==> src/rtl/turfbus_bridge.sv <==
`default_nettype none
// ============================================================================
// Module      : turfbus_bridge
// Description : Bit-serial TURFbus command/response link to a Wishbone
//               classic master. A command frame (start bit, header, optional
//               write data) is shifted in on TREQ, executed as a single
//               Wishbone cycle with timeout, and answered on SREQ with a
//               start bit, a status bit and, for successful reads, the data.
//               Optional feature macro: TURFBUS_PARITY_EN (adds a trailing
//               even-parity bit checked before the bus cycle is issued).
// Revision    : 1.0 - initial release
// ============================================================================
module turfbus_bridge #(
    parameter int LANES      = 1,
    parameter int ADDR_WIDTH = 20,
    parameter int DATA_WIDTH = 32,
    parameter int TIMEOUT    = 255
) (
    input  logic                    wbm_clk_i,
    input  logic                    wbm_rst_n_i,
    input  logic [LANES-1:0]        TREQ_neg,
    output logic [LANES-1:0]        SREQ_neg,
    output logic                    wbm_cyc_o,
    output logic                    wbm_stb_o,
    output logic                    wbm_we_o,
    output logic [ADDR_WIDTH-1:0]   wbm_adr_o,
    output logic [DATA_WIDTH-1:0]   wbm_dat_o,
    output logic [DATA_WIDTH/8-1:0] wbm_sel_o,
    input  logic [DATA_WIDTH-1:0]   wbm_dat_i,
    input  logic                    wbm_ack_i,
    input  logic                    wbm_err_i,
    output logic                    busy_o,
    output logic [7:0]              err_count_o
);

    // Header register keeps only WE + address; leading pad bits fall off the top.
    localparam int          HW        = ADDR_WIDTH + 1;
    localparam int          HDR_BITS  = ((ADDR_WIDTH + 1 + LANES - 1) / LANES) * LANES;
    localparam logic [15:0] HDR_LAST  = 16'(HDR_BITS / LANES - 1);
    localparam logic [15:0] DATA_LAST = 16'(DATA_WIDTH / LANES - 1);
    localparam logic [15:0] TMO_LAST  = 16'(TIMEOUT - 1);

    typedef enum logic [2:0] {
        IDLE      = 3'd0,
        HDR       = 3'd1,
        DATA      = 3'd2,
        PAR       = 3'd3,
        WB        = 3'd4,
        RSP_START = 3'd5,
        RSP_STAT  = 3'd6,
        RSP_DATA  = 3'd7
    } state_t;

    state_t                  state;
    logic [15:0]             cnt;
    logic [15:0]             tmo;
    logic [HW-1:0]           hdr_sr;
    logic [DATA_WIDTH-1:0]   data_sr;
    logic [DATA_WIDTH-1:0]   rsp_sr;
    logic [LANES-1:0]        sreq;
    logic                    err_flag;
    logic [7:0]              err_cnt;
`ifdef TURFBUS_PARITY_EN
    logic                    parity_acc;
`endif

    logic [LANES-1:0]        treq;
    logic [HW-1:0]           hdr_next;
    logic [DATA_WIDTH-1:0]   data_next;
    logic [LANES-1:0]        rsp_chunk;
    logic [DATA_WIDTH-1:0]   rsp_shift;
    logic                    wb_done;
    logic                    wb_error;

    assign treq        = ~TREQ_neg;
    assign SREQ_neg    = ~sreq;
    assign busy_o      = (state != IDLE);
    assign err_count_o = err_cnt;

    // Incoming chunks enter at the bottom, highest lane most significant.
    assign hdr_next  = (hdr_sr << LANES) | HW'(treq);
    assign data_next = (data_sr << LANES) | DATA_WIDTH'(treq);

    // Outgoing read data leaves from the top, MSB first.
    assign rsp_chunk = rsp_sr[DATA_WIDTH-1 -: LANES];
    assign rsp_shift = rsp_sr << LANES;

    // A bus cycle ends on ack, err, or the last cycle of the timeout window.
    assign wb_done  = wbm_ack_i | wbm_err_i | (tmo == TMO_LAST);
    assign wb_error = wbm_err_i | ~wbm_ack_i;

    // Frame sequencer: deserialise command, run bus cycle, serialise response.
    always_ff @(posedge wbm_clk_i or negedge wbm_rst_n_i) begin
        if (!wbm_rst_n_i) begin
            state      <= IDLE;
            cnt        <= '0;
            tmo        <= '0;
            hdr_sr     <= '0;
            data_sr    <= '0;
            rsp_sr     <= '0;
            sreq       <= '0;
            err_flag   <= 1'b0;
            err_cnt    <= '0;
            wbm_cyc_o  <= 1'b0;
            wbm_stb_o  <= 1'b0;
            wbm_we_o   <= 1'b0;
            wbm_adr_o  <= '0;
            wbm_dat_o  <= '0;
            wbm_sel_o  <= '0;
`ifdef TURFBUS_PARITY_EN
            parity_acc <= 1'b0;
`endif
        end else begin
            case (state)
                IDLE: begin
                    sreq <= '0;
                    if (treq[0]) begin
                        state    <= HDR;
                        cnt      <= '0;
                        hdr_sr   <= '0;
                        data_sr  <= '0;
                        err_flag <= 1'b0;
`ifdef TURFBUS_PARITY_EN
                        parity_acc <= 1'b0;
`endif
                    end
                end

                HDR: begin
                    hdr_sr <= hdr_next;
`ifdef TURFBUS_PARITY_EN
                    parity_acc <= parity_acc ^ (^treq);
`endif
                    if (cnt == HDR_LAST) begin
                        cnt <= '0;
                        if (hdr_next[ADDR_WIDTH]) begin
                            state <= DATA;
                        end else begin
`ifdef TURFBUS_PARITY_EN
                            state <= PAR;
`else
                            state     <= WB;
                            tmo       <= '0;
                            wbm_cyc_o <= 1'b1;
                            wbm_stb_o <= 1'b1;
                            wbm_we_o  <= 1'b0;
                            wbm_adr_o <= hdr_next[ADDR_WIDTH-1:0];
                            wbm_dat_o <= '0;
                            wbm_sel_o <= '1;
`endif
                        end
                    end else begin
                        cnt <= cnt + 16'd1;
                    end
                end

                DATA: begin
                    data_sr <= data_next;
`ifdef TURFBUS_PARITY_EN
                    parity_acc <= parity_acc ^ (^treq);
`endif
                    if (cnt == DATA_LAST) begin
                        cnt <= '0;
`ifdef TURFBUS_PARITY_EN
                        state <= PAR;
`else
                        state     <= WB;
                        tmo       <= '0;
                        wbm_cyc_o <= 1'b1;
                        wbm_stb_o <= 1'b1;
                        wbm_we_o  <= 1'b1;
                        wbm_adr_o <= hdr_sr[ADDR_WIDTH-1:0];
                        wbm_dat_o <= data_next;
                        wbm_sel_o <= '1;
`endif
                    end else begin
                        cnt <= cnt + 16'd1;
                    end
                end

`ifdef TURFBUS_PARITY_EN
                PAR: begin
                    if (treq[0] == parity_acc) begin
                        state     <= WB;
                        tmo       <= '0;
                        wbm_cyc_o <= 1'b1;
                        wbm_stb_o <= 1'b1;
                        wbm_we_o  <= hdr_sr[ADDR_WIDTH];
                        wbm_adr_o <= hdr_sr[ADDR_WIDTH-1:0];
                        wbm_dat_o <= hdr_sr[ADDR_WIDTH] ? data_sr : '0;
                        wbm_sel_o <= '1;
                    end else begin
                        // Corrupted command: never touch the bus, report error.
                        state    <= RSP_START;
                        sreq     <= LANES'(1);
                        err_flag <= 1'b1;
                        if (err_cnt != 8'hFF) begin
                            err_cnt <= err_cnt + 8'd1;
                        end
                    end
                end
`endif

                WB: begin
                    if (wb_done) begin
                        state     <= RSP_START;
                        sreq      <= LANES'(1);
                        tmo       <= '0;
                        wbm_cyc_o <= 1'b0;
                        wbm_stb_o <= 1'b0;
                        wbm_we_o  <= 1'b0;
                        wbm_adr_o <= '0;
                        wbm_dat_o <= '0;
                        wbm_sel_o <= '0;
                        if (wb_error) begin
                            err_flag <= 1'b1;
                            if (err_cnt != 8'hFF) begin
                                err_cnt <= err_cnt + 8'd1;
                            end
                        end else begin
                            rsp_sr <= wbm_dat_i;
                        end
                    end else begin
                        tmo <= tmo + 16'd1;
                    end
                end

                RSP_START: begin
                    state <= RSP_STAT;
                    sreq  <= LANES'(err_flag);
                end

                RSP_STAT: begin
                    // Writes and failed cycles carry no data phase.
                    if (err_flag || hdr_sr[ADDR_WIDTH]) begin
                        state <= IDLE;
                        sreq  <= '0;
                    end else begin
                        state  <= RSP_DATA;
                        cnt    <= '0;
                        sreq   <= rsp_chunk;
                        rsp_sr <= rsp_shift;
                    end
                end

                RSP_DATA: begin
                    if (cnt == DATA_LAST) begin
                        state <= IDLE;
                        cnt   <= '0;
                        sreq  <= '0;
                    end else begin
                        cnt    <= cnt + 16'd1;
                        sreq   <= rsp_chunk;
                        rsp_sr <= rsp_shift;
                    end
                end

                default: begin
                    state <= IDLE;
                    sreq  <= '0;
                end
            endcase
        end
    end

endmodule
`default_nettype wire
==> config.mk <==
export PLATFORM = sky130hd
export DESIGN_NAME = turfbus_bridge
export DESIGN_NICKNAME = d
export VERILOG_FILES = /design/src/rtl/turfbus_bridge.sv
export SDC_FILE = /design/constraint.sdc
export NUM_CORES = 1
export LEC_CHECK = 0
export BUFFER_PORTS_ARGS = -buffer_cell sky130_fd_sc_hd__buf_2
export CAP_MARGIN = 20
export CORE_ASPECT_RATIO = 2
export CORE_UTILIZATION = 53
export CTS_CLUSTER_DIAMETER = 60
export CTS_CLUSTER_SIZE = 8
export DETAILED_ROUTE_END_ITERATION = 7
export PLACE_DENSITY = 0.77
export SKIP_CTS_REPAIR_TIMING = 1
export SLEW_MARGIN = 20
export SYNTH_ARGS = -nofsm -noshare
export SYNTH_HDL_FRONTEND = slang
export SYNTH_SLANG_ARGS = --single-unit
export TNS_END_PERCENT = 30
==> constraint.sdc <==
create_clock -name wbm_clk_i -period 2.2 [get_ports wbm_clk_i]
set_input_delay 0.44 -clock wbm_clk_i [delete_from_list [all_inputs] [get_ports wbm_clk_i]]
set_output_delay 0.44 -clock wbm_clk_i [all_outputs]
set_load 0.05 [all_outputs]
* Yosys cells after proc, flatten, opt, wreduce, memory -nomap -nowiden
Index checks and enable logic that the tools add are counted.
Widths: inputs -> output; s select.
** Storage, ports and cells
- Bits in registers :: 187
- Output and inout bits :: 69
- Word-level logic and storage cells :: 125
** Cells by class
- Bitwise gates (word level) :: 9
- Muxes and demuxes :: 58
- Reductions and logical operators :: 21
- Equal/unequal tests :: 20
- $add $sub $neg :: 3
** Operators by type and width (count)
- $mux 32 :: 8
- $pmux 32 s3 :: 2
- $mux 16 :: 8
- $mux 20 :: 4
- $pmux 16 s4 :: 1
- $pmux 31 s2 :: 1
- $pmux 20 s3 :: 1
- $pmux 16 s3 :: 1
- $pmux 21 s2 :: 1
- $add 16x1->16 const B :: 2
- $eq 16x5->1 const B :: 2
- $or 32x1->32 :: 1
- $mux 31 :: 1
- $mux 21 :: 1
- $mux 3 :: 7
- $or 21x1->21 :: 1
- $pmux 3 s7 :: 1
- $ne 2x2->1 const B :: 10
- $eq 16x8->1 const B :: 1
- $mux 4 :: 4
- $reduce_and 5->1 :: 3
- $eq 3x3->1 const B :: 4
- $mux 1 :: 12
- $pmux 4 s3 :: 1
- other kinds (18) :: 33

* Depth between registers and ports, before layout
Gate-level depths: netlist of run 1.
- Depth after elaboration :: 5
- Gate-level depth with buffers :: 9
- Mapped depth without buffers :: 7

* Least setup slack after synthesis of run 1
Ideal clock, no wire load.
- Path kind :: register -> register
- From :: register tmo[9]
- To :: register err_cnt[1] (netlist: err_count_o[1])
- Library setup time :: 125 ps
- Cell stages (with the launch flop) :: 7
- Path slack :: -156 ps
- Arrival :: 2232 ps
- Required time :: 2075 ps
- Cell sequence :: dfrtp_1 > or4_4 > nor4_4 > a2bb2o_1 > clkbuf_1 > and2_2 > mux2_2
** On the way
- Word-level cells in the longest chain between the ends :: 3
** Ends and longest elaborated chain
- start: declaration :: RTL line 56 : logic [15:0] tmo;
- start signal: assignment :: RTL line 224 : tmo <= tmo + 16'd1;
- $eq 16x8->1 :: RTL line 89 : assign wb_done = wbm_ack_i | wbm_err_i | (tmo == TMO_LAST);
- $or 1x1->1 :: RTL line 89
- $reduce_and 4->1 (no source line)
- end signal: assignment :: RTL line 218 : err_cnt <= err_cnt + 8'd1;
- end: declaration :: RTL line 62 : logic [7:0] err_cnt;
No other way between the ends.
A chain may end at the register's enable or synchronous reset.

* Final worst setup path of run 1
- From :: register state[0]
- To :: register tmo[15]
** On the way
- Word-level cells in the longest chain between the ends :: 3
- Elaborated cells between the ends (all ways) :: 9
** Ends and longest elaborated chain
- start: declaration :: RTL line 54 : state_t state;
- start signal: assignment :: RTL line 95 : state <= IDLE;
- start signal: assignment :: RTL line 118 : state <= HDR;
- start signal: assignment :: RTL line 137 : state <= DATA;
- $eq 3x2->1 (tied with other cells) :: RTL line 114 : case (state)
- $ne 2x2->1 (no source line) or $reduce_bool 3->1 (tied branches)
- $reduce_and 4->1 (no source line)
Parallel ways exist; a longest one is shown, timed or not.

==> results of run 1 <==
[registers in the layout, summed over array words and instances, names as in the netlist]
| signal | flops |
|---|---|
| wbm_sel_o | 1 |
| data_sr | 31 |
| err_flag | 1 |
| cnt | 16 |
| state | 3 |
| sreq | 1 |
| wbm_adr_o | 20 |
| tmo | 16 |
| hdr_sr | 21 |
| wbm_dat_o | 32 |
| wbm_we_o | 1 |
| err_count_o | 8 |
| rsp_sr | 32 |
[cell type report]
type | count | area, um^2
Tap cell | 201 | 251
Fill cell | 1193 | 5390
Clock buffer | 17 | 425
Multi-Input combinational cell | 503 | 3630
Timing Repair Buffer | 178 | 1200
Clock inverter | 15 | 143
Inverter | 18 | 67.6
Sequential cell | 183 | 4580
[path summary, 6_finish.rpt]
check / cells after the start / endpoint / slack [ns]
setup / recovery: 6 / tmo[15]$_DFFE_PN0P_ / 0.01
hold / removal: 3 / rsp_sr[0]$_DFFE_PN0P_ / 0.27
setup reg to reg: 6 / tmo[15]$_DFFE_PN0P_ / 0.01
hold reg to reg: 1 / data_sr[6]$_DFFE_PN0P_ / 0.47
max in group asynchronous: 3 / wbm_adr_o[6]$_DFFE_PN0P_ / 1.11
min in group asynchronous: 2 / tmo[4]$_DFFE_PN0P_ / 0.39
[layer usage]
layer | up-vias | part of all wire | global-route usage
met5 | - | 0 | 0
met3 | 31 | 0.036 | 0.0387
met1 | 3204 | 0.39 | 0.271
met4 | 0 | 0.020 | 0.102
li1 | 3042 | - | -
met2 | 175 | 0.55 | 0.438
[cell families (layout without fill, tap and decap cells)]
| family | count (synthesis) | in the layout | synth area share |
|---|---|---|---|
| mux | 88 | 88 | 0.111 |
| compound gates | 198 | 198 | 0.164 |
| fa+ha+maj | 5 | 5 | 0.00736 |
| flops | 183 | 183 | 0.538 |
| buf+inv | 75 | 228 | 0.0416 |
| xor+xnor | 9 | 9 | 0.00927 |
| simple gates | 203 | 203 | 0.128 |
[cell usage in the layout, fill, tap and decap left out, types with 9 or more instances in the layout]
master	synthesis	final
and3_1	42	42
inv_1	18	18
a21o_1	38	38
o21ai_0	22	19
dfrtp_1	183	183
nor2_1	53	53
buf_4	6	62
nor3_1	12	12
nand2_1	31	30
nand3_1	20	20
mux2_1	48	39
mux2_4	0	9
clkbuf_16	0	18
a21oi_1	51	51
mux2i_1	35	35
a22o_1	48	47
buf_2	4	104
[power by group through the flow]
stage / Combinational (W) / Sequential, W / Clock [W]
after CTS: 0.00534 / 0.00438 / 0.00296
after floorplan: 0.00342 / 0.00473 / 0
after global placement: 0.00522 / 0.00441 / 0
after detailed placement: 0.00531 / 0.00443 / 0
final: 0.00550 / 0.00438 / 0.00291
after global routing: 0.00593 / 0.00445 / 0.00308
[stage by stage]
step / instance area (um^2) / std cells
2_1_floorplan: 8510 / 761
3_3_place_gp: 9610 / 1078
3_5_place_dp: 9610 / 1078
4_1_cts: 10200 / 1110
5_1_grt: 10300 / 1115
6_report: 10300 / 1115
[tightest hold or removal path: stages]
cell and delay (ns):
buf_2 0.08, nand3_1 0.06, o21ai_0 0.08
==> results.ini, run 1 <==
[setup_path]
startpoint_type = flip-flop
setup.worst_path.start = state[0]$_DFFE_PN0P_
crit_path_max_incr_delay_ns = 0.52
cp-end-kind = flip-flop
arrival_ns = 2.55
critical_path.cell_chain = or3b_4 -> or3_4 -> a21o_4 -> buf_12 -> or4_1 -> nand3_1
reg2reg_from = state[0]$_DFFE_PN0P_
required_ns = 2.56
path_class = reg2reg
worst-path-buf-inv = 1
cp_top_family = simple AND/OR/NAND/NOR gates
critPathMaxFanout = 4
slowest_stage = or4_1

[drt]
routed_wl_mm = 19.1
route.detailed.drc = 0
routed-via-count = 6452
drtAntennaViolNets = 0
drt_first_pass_iters = 5
drt_iter0_markers = 335
routedWlPerCell_um = 17.2
via_per_inst = 5.79

[final_layout]
antenna_cells = 0
drive_above_1_share = 0.263
final_nets = 943
fin_util = 0.657
syn_to_final_growth_pct = 21.2

[yosys]
syn_inst = 761
yosys_warnings = 0
synth_edf_count = 0
synth-seq-cells = 183
async_flop_share = 1.00
syn_nets = 803
ys_types = 57
synth_area_per_cell_um2 = 11.2
yosys.area.top_type_share = 0.538
seq_area_frac_synth = 0.538
synth_most_common_cell = dfrtp_1
yosysTopAreaCell = dfrtp_1
synth_area_leaders = dfrtp_1, mux2_1, a22o_1, mux2i_1, a21o_1
synth.cell_area_um2 = 8500
synth_commonest_cells = dfrtp_1, nor2_1, a21oi_1, a22o_1, mux2_1
yosys_most_used_dff = dfrtp_1

[pwr]
switching_share = 0.405
p_sw_w = 0.00518
ir_worst_vdd_v = 0.00112
p_int_w = 0.00761
p_per_area_nw_per_um2 = 1240
p_comb_frac = 0.430
power_w = 0.0128
clkPwrFrac = 0.227
seq_power_share = 0.342
p_leak_nw = 5.66

[cts]
clk_pin_slew_ns = 0.07
clock-sinks = 183
cts_buffer_depth = 2
cts_tree = yes
ctsHtreeMaxLevel = 4
cts-buffers-inserted = 17
clockRootBuffer = clkbuf_16
clock_latency_ns = 0.43

[sta]
clock-skew-final_ns = 0.0151
relSlewSlack = 0.666
hold_viol_final = 0
setup_viol = 0
rsz0062_at_grt = yes
finalMaxSlewViolations = 0
tns_ns = 0
tightest_slew_ns = 0.501
fmax_ghz = 0.457
post-route-period-util = 0.994
fin_crit_ns = 2.19
fin_hold_ws_ns = 0.265
fin_ws_ns = 0.0133

[global_route]
overflow = 0
grt_max_degree = 91
grt_usage = 0.240
grt_pass1_vias = 6537
antenna_found_initial = 0
grt_pass1_wl_mm = 31.7

[floorplan]
core-area_um2 = 15700
dieWidth_um = 91.6
start_util = 0.542
die_area_um2 = 16600
dieHeight_um = 181
top_level_ports = 106
rows = 65

[flow_run]
cap_violations = 0

[min_path]
min_from = wbm_dat_i[0]
hold_class = in2reg

[place]
hpwl_mm = 13.4
io_buffers = 105
gp_congestion = 0.947
pre_cts_ws_ns = -0.0402

[outcome]
status = complete, no violations

Power figures use the tool's default switching activity.
==> inputs of run 2 (changes only) <==
==> constraint.sdc (replaced) <==
create_clock -name wbm_clk_i -period 1.9 [get_ports wbm_clk_i]
set_input_delay 0.38 -clock wbm_clk_i [delete_from_list [all_inputs] [get_ports wbm_clk_i]]
set_output_delay 0.38 -clock wbm_clk_i [all_outputs]
set_load 0.05 [all_outputs]
==> results.ini, run 2 (synthesized netlist as in run 1, its figures left out) <==
[setup_path]
critPathMaxFanout = 24  ; +20
path_class = reg2reg
arrival_ns = 2.52  ; -0.03 ns
worst-path-buf-inv = 1  ; unchanged
cp-end-kind = flip-flop
required_ns = 2.21  ; -0.35 ns
startpoint_type = flip-flop
critical_path.cell_chain = or4_4 -> nor4_4 -> a21o_4 -> nand3_4 -> buf_12 -> mux2_1
slowest_stage = or4_4
cp_top_family = simple AND/OR/NAND/NOR gates
crit_path_max_incr_delay_ns = 0.56  ; +0.04 ns
reg2reg_slack_ns = -0.30  ; -0.32 ns

[floorplan]
dieWidth_um = 91.6  ; unchanged
core-area_um2 = 15700  ; unchanged
die_area_um2 = 16600  ; unchanged
dieHeight_um = 181  ; unchanged
start_util = 0.542  ; unchanged
top_level_ports = 106  ; unchanged
rows = 65  ; unchanged

[pwr]
switching_share = 0.403  ; -0.00183
p_sw_w = 0.00629  ; +22%
seq_power_share = 0.325  ; -0.017
p_comb_frac = 0.441  ; +0.011
p_per_area_nw_per_um2 = 1450  ; +17%
p_leak_nw = 5.86  ; +3.5%
p_int_w = 0.00932  ; +22%
ir_worst_vdd_v = 0.00107  ; -4.8%
clkPwrFrac = 0.234  ; +0.007

[place]
gp_congestion = 0.946  ; -0.12%
post_dp_cell_area_um2 = 9810  ; +2.2%
io_buffers = 105  ; unchanged
hpwl_mm = 13.9  ; +4.1%
pre_cts_ws_ns = -0.271  ; -0.230 ns

[outcome]
status = finished, violations left
violations = setup timing

[global_route]
grt_max_degree = 65  ; -29%
grt_pass1_wl_mm = 32.9  ; +3.6%
met3_usage = 0.0463  ; +0.00758
overflow = 0  ; unchanged
grtUsageMet2 = 0.463  ; +0.0241
grt_use_met1 = 0.266  ; -0.00503
antenna_found_initial = 0  ; unchanged
grt_pass1_vias = 6774  ; +3.6%
grt_usage = 0.252  ; +0.0125
busiest_layer = met2

[final_layout]
final_nets = 972  ; +3.1%
final_common_cell = dfrtp_1
final_cell_mix = dfrtp_1, buf_2, buf_4, nor2_1, a22o_1
drive_above_1_share = 0.313  ; +0.0502
fin_util = 0.685  ; +0.0282
syn_to_final_growth_pct = 26.4
reg.largest.list = rsp_sr: 32 flops, wbm_dat_o: 32 flops, data_sr: 31 flops
stdcell_area_um2 = 10700  ; +4.3%
antenna_cells = 0  ; unchanged

[sta]
fin_ws_ns = -0.303  ; -0.317 ns
fin_crit_ns = 2.20  ; +0.0165 ns
tightest_slew_ns = 0.474  ; -0.0271 ns
setup_viol = 129  ; +129
clock-skew-final_ns = 0.0135  ; -0.00167 ns
rsz0062_at_grt = yes
fmax_ghz = 0.454  ; -0.75%
hold_viol_final = 0  ; unchanged
relSlewSlack = 0.684  ; +0.0181
post-route-period-util = 1.16  ; +0.166
finalMaxSlewViolations = 0  ; unchanged
fin_hold_ws_ns = 0.166  ; -0.0991 ns
tns_ns = -21.45  ; -21.45 ns

[drt]
drt_iter0_markers = 411  ; +23%
routed-via-count = 6658  ; +3.2%
via_per_inst = 5.82  ; +0.58%
drt_first_pass_iters = 5  ; unchanged
routed_wl_mm = 20.3  ; +6.0%
drtAntennaViolNets = 0  ; unchanged
route.detailed.drc = 0  ; unchanged
routedWlPerCell_um = 17.7  ; +3.4%

[cts]
clock_latency_ns = 0.44  ; about the same
ctsHtreeMaxLevel = 4  ; unchanged
cts_tree = yes
clk_pin_slew_ns = 0.08  ; about the same
cts-buffers-inserted = 17  ; unchanged
clock-sinks = 183  ; unchanged
cts_buffer_depth = 2  ; unchanged
clockRootBuffer = clkbuf_16

[flow_run]
cap_violations = 0  ; unchanged

[min_path]
hold_class = in2reg

[run 2: cell types whose count changed in the layout (fill, tap and decap cells not counted), sizes merged]
cell,delta
inv,+4
buf,+30
clkinvlp,-6
clkinv,+1
clkbuf,-1
bufinv,+1
[run 2: tightest hold or removal path, stage by stage]
cell and delay (ns):
buf_2 0.07, nand3_1 0.05, o21ai_0 0.07
[run 2: final timing paths]
kind	from	endpoint	cells after the start
worst max register to register	tmo[9]$_DFFE_PN0P_	wbm_dat_o[15]$_DFFE_PN0P_	6
worst max-delay path	tmo[9]$_DFFE_PN0P_	wbm_dat_o[15]$_DFFE_PN0P_	6
worst min-delay path	wbm_dat_i[0]	rsp_sr[0]$_DFFE_PN0P_	3
worst min register to register	data_sr[2]$_DFFE_PN0P_	data_sr[2]$_DFFE_PN0P_	1
min in group asynchronous	wbm_rst_n_i	data_sr[25]$_DFFE_PN0P_	2
max in group asynchronous	wbm_rst_n_i	err_count_o[4]$_DFFE_PN0P_	3
[run 2: through the flow]
step | instances | total power, W
detailed placement | 1104 | 0.0114
finish | 1144 | 0.0156
CTS | 1136 | 0.0151
global route | 1144 | 0.0164
floorplan | 761 | 0.00946
global placement | 1104 | 0.0113
[run 2: layout make-up]
type                       count  area, um^2
inverter                      18        67.6
fill                        1127        4950
sequential                   183        4580
tap                          201         251
multi-input combinational    503        3770
clock buffer                  17         425
clock inverter                15         198
timing repair buffer         207        1450
[run 2: layer usage]
metal | part of all wire | up-vias
met3 | 0.041 | 61
met5 | 0 | -
met4 | 0.041 | 0
met1 | 0.37 | 3294
li1 | - | 3100
met2 | 0.55 | 203
[run 2: power by group through the flow]
stage / Sequential (W) / Combinational (W) / Clock, W
floorplan: 0.00548 / 0.00397 / 0
global placement: 0.00510 / 0.00619 / 0
detailed placement: 0.00512 / 0.00632 / 0
CTS: 0.00505 / 0.00634 / 0.00373
global route: 0.00515 / 0.00743 / 0.00386
finish: 0.00507 / 0.00689 / 0.00366
==> inputs of run 3 (changes only) <==
--- a/config.mk
+++ b/config.mk
@@ -8,11 +8,11 @@
 export BUFFER_PORTS_ARGS = -buffer_cell sky130_fd_sc_hd__buf_2
 export CAP_MARGIN = 20
 export CORE_ASPECT_RATIO = 2
-export CORE_UTILIZATION = 53
+export CORE_UTILIZATION = 63
 export CTS_CLUSTER_DIAMETER = 60
 export CTS_CLUSTER_SIZE = 8
 export DETAILED_ROUTE_END_ITERATION = 7
-export PLACE_DENSITY = 0.77
+export PLACE_DENSITY = 0.86
 export SKIP_CTS_REPAIR_TIMING = 1
 export SLEW_MARGIN = 20
 export SYNTH_ARGS = -nofsm -noshare
==> constraint.sdc (replaced) <==
create_clock -name wbm_clk_i -period 2.8 [get_ports wbm_clk_i]
set_input_delay 0.56 -clock wbm_clk_i [delete_from_list [all_inputs] [get_ports wbm_clk_i]]
set_output_delay 0.56 -clock wbm_clk_i [all_outputs]
set_load 0.05 [all_outputs]
==> results.ini, run 3 (synthesized netlist as in run 1, its figures left out) <==
[setup_path]
crit_path_max_incr_delay_ns = 0.57  ; about the same
slowest_stage = or4_4
arrival_ns = 2.95  ; +0.43 ns
startpoint_type = flip-flop
cp-end-kind = flip-flop
required_ns = 3.13  ; +0.92 ns
critical_path.cell_chain = or4_4 -> nor4_4 -> a2bb2o_1 -> and2_2 -> mux2_2
path_class = reg2reg
critPathMaxFanout = 7  ; -71%

[global_route]
grt_pass1_vias = 6570  ; -3.0%
antenna_found_initial = 0  ; unchanged
grt_max_degree = 67  ; +3.1%
grt_pass1_wl_mm = 31.7  ; -3.4%
overflow = 0  ; unchanged
grt_usage = 0.285  ; +0.0332

[drt]
route.detailed.drc = 20  ; +20
drtAntennaViolNets = 0  ; unchanged
routedWlPerCell_um = 18.9  ; +6.5%
routed-via-count = 6456  ; -3.0%
via_per_inst = 6.35  ; +9.2%
routed_wl_mm = 19.2  ; -5.4%
drt_first_pass_iters = 8  ; +3
drt_iter0_markers = 395  ; -3.9%

[sta]
post-route-period-util = 0.937  ; -0.223
finalMaxSlewViolations = 0  ; unchanged
rsz0062_at_grt = no
hold_viol_final = 0  ; unchanged
clock-skew-final_ns = 0.0130  ; -0.000433 ns
setup_viol = 0  ; -100%
fin_crit_ns = 2.62  ; +0.420 ns
fin_ws_ns = 0.177  ; +0.480 ns
tightest_slew_ns = 0.579  ; +0.105 ns
fmax_ghz = 0.381  ; -16%
relSlewSlack = 0.614  ; -0.0700
tns_ns = 0  ; +21.45 ns

[final_layout]
final_cell_mix = dfrtp_1, buf_2, nor2_1, a21oi_1
fillers = 871  ; -23%
antenna_cells = 0  ; unchanged
drive_above_1_share = 0.204  ; -0.109
syn_to_final_growth_pct = 14.8
stdcell_area_um2 = 9760  ; -9.2%
final_common_cell = dfrtp_1
reg.largest.list = rsp_sr: 32 flops, wbm_dat_o: 32 flops, data_sr: 31 flops
fin_util = 0.747  ; +0.0624
final_nets = 893  ; -8.1%

[place]
post_dp_cell_area_um2 = 9140  ; -6.9%
io_buffers = 105  ; unchanged
hpwl_mm = 12.7  ; -8.4%
gp_congestion = 0.895  ; -5.4%
pre_cts_ws_ns = 0.235  ; +0.506 ns

[flow_run]
cap_violations = 0  ; unchanged

[floorplan]
top_level_ports = 106  ; unchanged
rows = 59  ; -9.2%
start_util = 0.651  ; +0.109
dieHeight_um = 166  ; -8.2%
dieWidth_um = 84.2  ; -8.1%
core-area_um2 = 13100  ; -17%
die_area_um2 = 14000  ; -16%

[cts]
clk_pin_slew_ns = 0.08  ; about the same
cts-buffers-inserted = 17  ; unchanged
clockRootBuffer = clkbuf_16
ctsHtreeMaxLevel = 4  ; unchanged
clock-sinks = 183  ; unchanged
clock_latency_ns = 0.44  ; about the same
cts_buffer_depth = 2  ; unchanged
cts_tree = yes

[pwr]
p_leak_nw = 5.39  ; -8.0%
power_w = 0.00975  ; -38%
p_per_area_nw_per_um2 = 999  ; -31%
ir_worst_vdd_v = 0.000788  ; -26%

[min_path]
hold_class = in2async

[outcome]
violations = DRC
status = finished, violations left

-- run 3: cell type report --
cell class                      count  area (um^2)  share of cell area
Inverter                           18         67.6             0.00692
Clock inverter                     15          196              0.0201
Clock buffer                       17          425              0.0436
Multi-Input combinational cell    503         3570               0.366
Tap cell                          152          190              0.0195
Timing Repair Buffer              128          729              0.0747
Sequential cell                   183         4580               0.469
-- run 3: worst paths after layout --
kind | startpoint | endpoint | slack (ns) | depth (start not counted)
min reg2reg | data_sr[19]$_DFFE_PN0P_ | data_sr[19]$_DFFE_PN0P_ | 0.47 | 1
min | wbm_rst_n_i | tmo[4]$_DFFE_PN0P_ | 0.09 | 1
max | tmo[9]$_DFFE_PN0P_ | err_count_o[1]$_DFFE_PN0P_ | 0.18 | 5
max in group asynchronous | wbm_rst_n_i | state[2]$_DFFE_PN0P_ | 1.85 | 2
min in group wbm_clk_i | wbm_dat_i[0] | rsp_sr[0]$_DFFE_PN0P_ | 0.35 | 3
max reg2reg | tmo[9]$_DFFE_PN0P_ | err_count_o[1]$_DFFE_PN0P_ | 0.18 | 5
-- run 3: routing by layer --
| layer | track usage | part of all wire | vias to the layer above |
|---|---|---|---|
| li1 | - | - | 2938 |
| met1 | 0.333 | 0.39 | 3253 |
| met2 | 0.508 | 0.54 | 212 |
| met3 | 0.0492 | 0.042 | 53 |
| met4 | 0.128 | 0.031 | 0 |
| met5 | 0 | 0 | - |
-- run 3: through the flow --
| step | std cells | hold slack [ns] |
|---|---|---|
| finish | 1016 | 0.0950 |
| global route | 1016 | 0.146 |
| CTS | 1016 | 0.116 |
| detailed placement | 984 | 0.458 |
| global placement | 984 | 0.451 |
| floorplan | 761 | 0.264 |
-- run 3: power breakdown --
| group | internal, W | total, W | switching [W] |
|---|---|---|---|
| Clock | 0.00130 | 0.00248 | 0.00118 |
| Sequential | 0.00311 | 0.00346 | 0.000356 |
| Combinational | 0.00129 | 0.00381 | 0.00252 |
-- run 3: worst max-delay path, delay by kind of cell, from the launching register on --
kind            cells  cell delay (ns)
simple gates        3             1.29
mux                 1             0.34
compound gates      1             0.44
flops               1             0.45
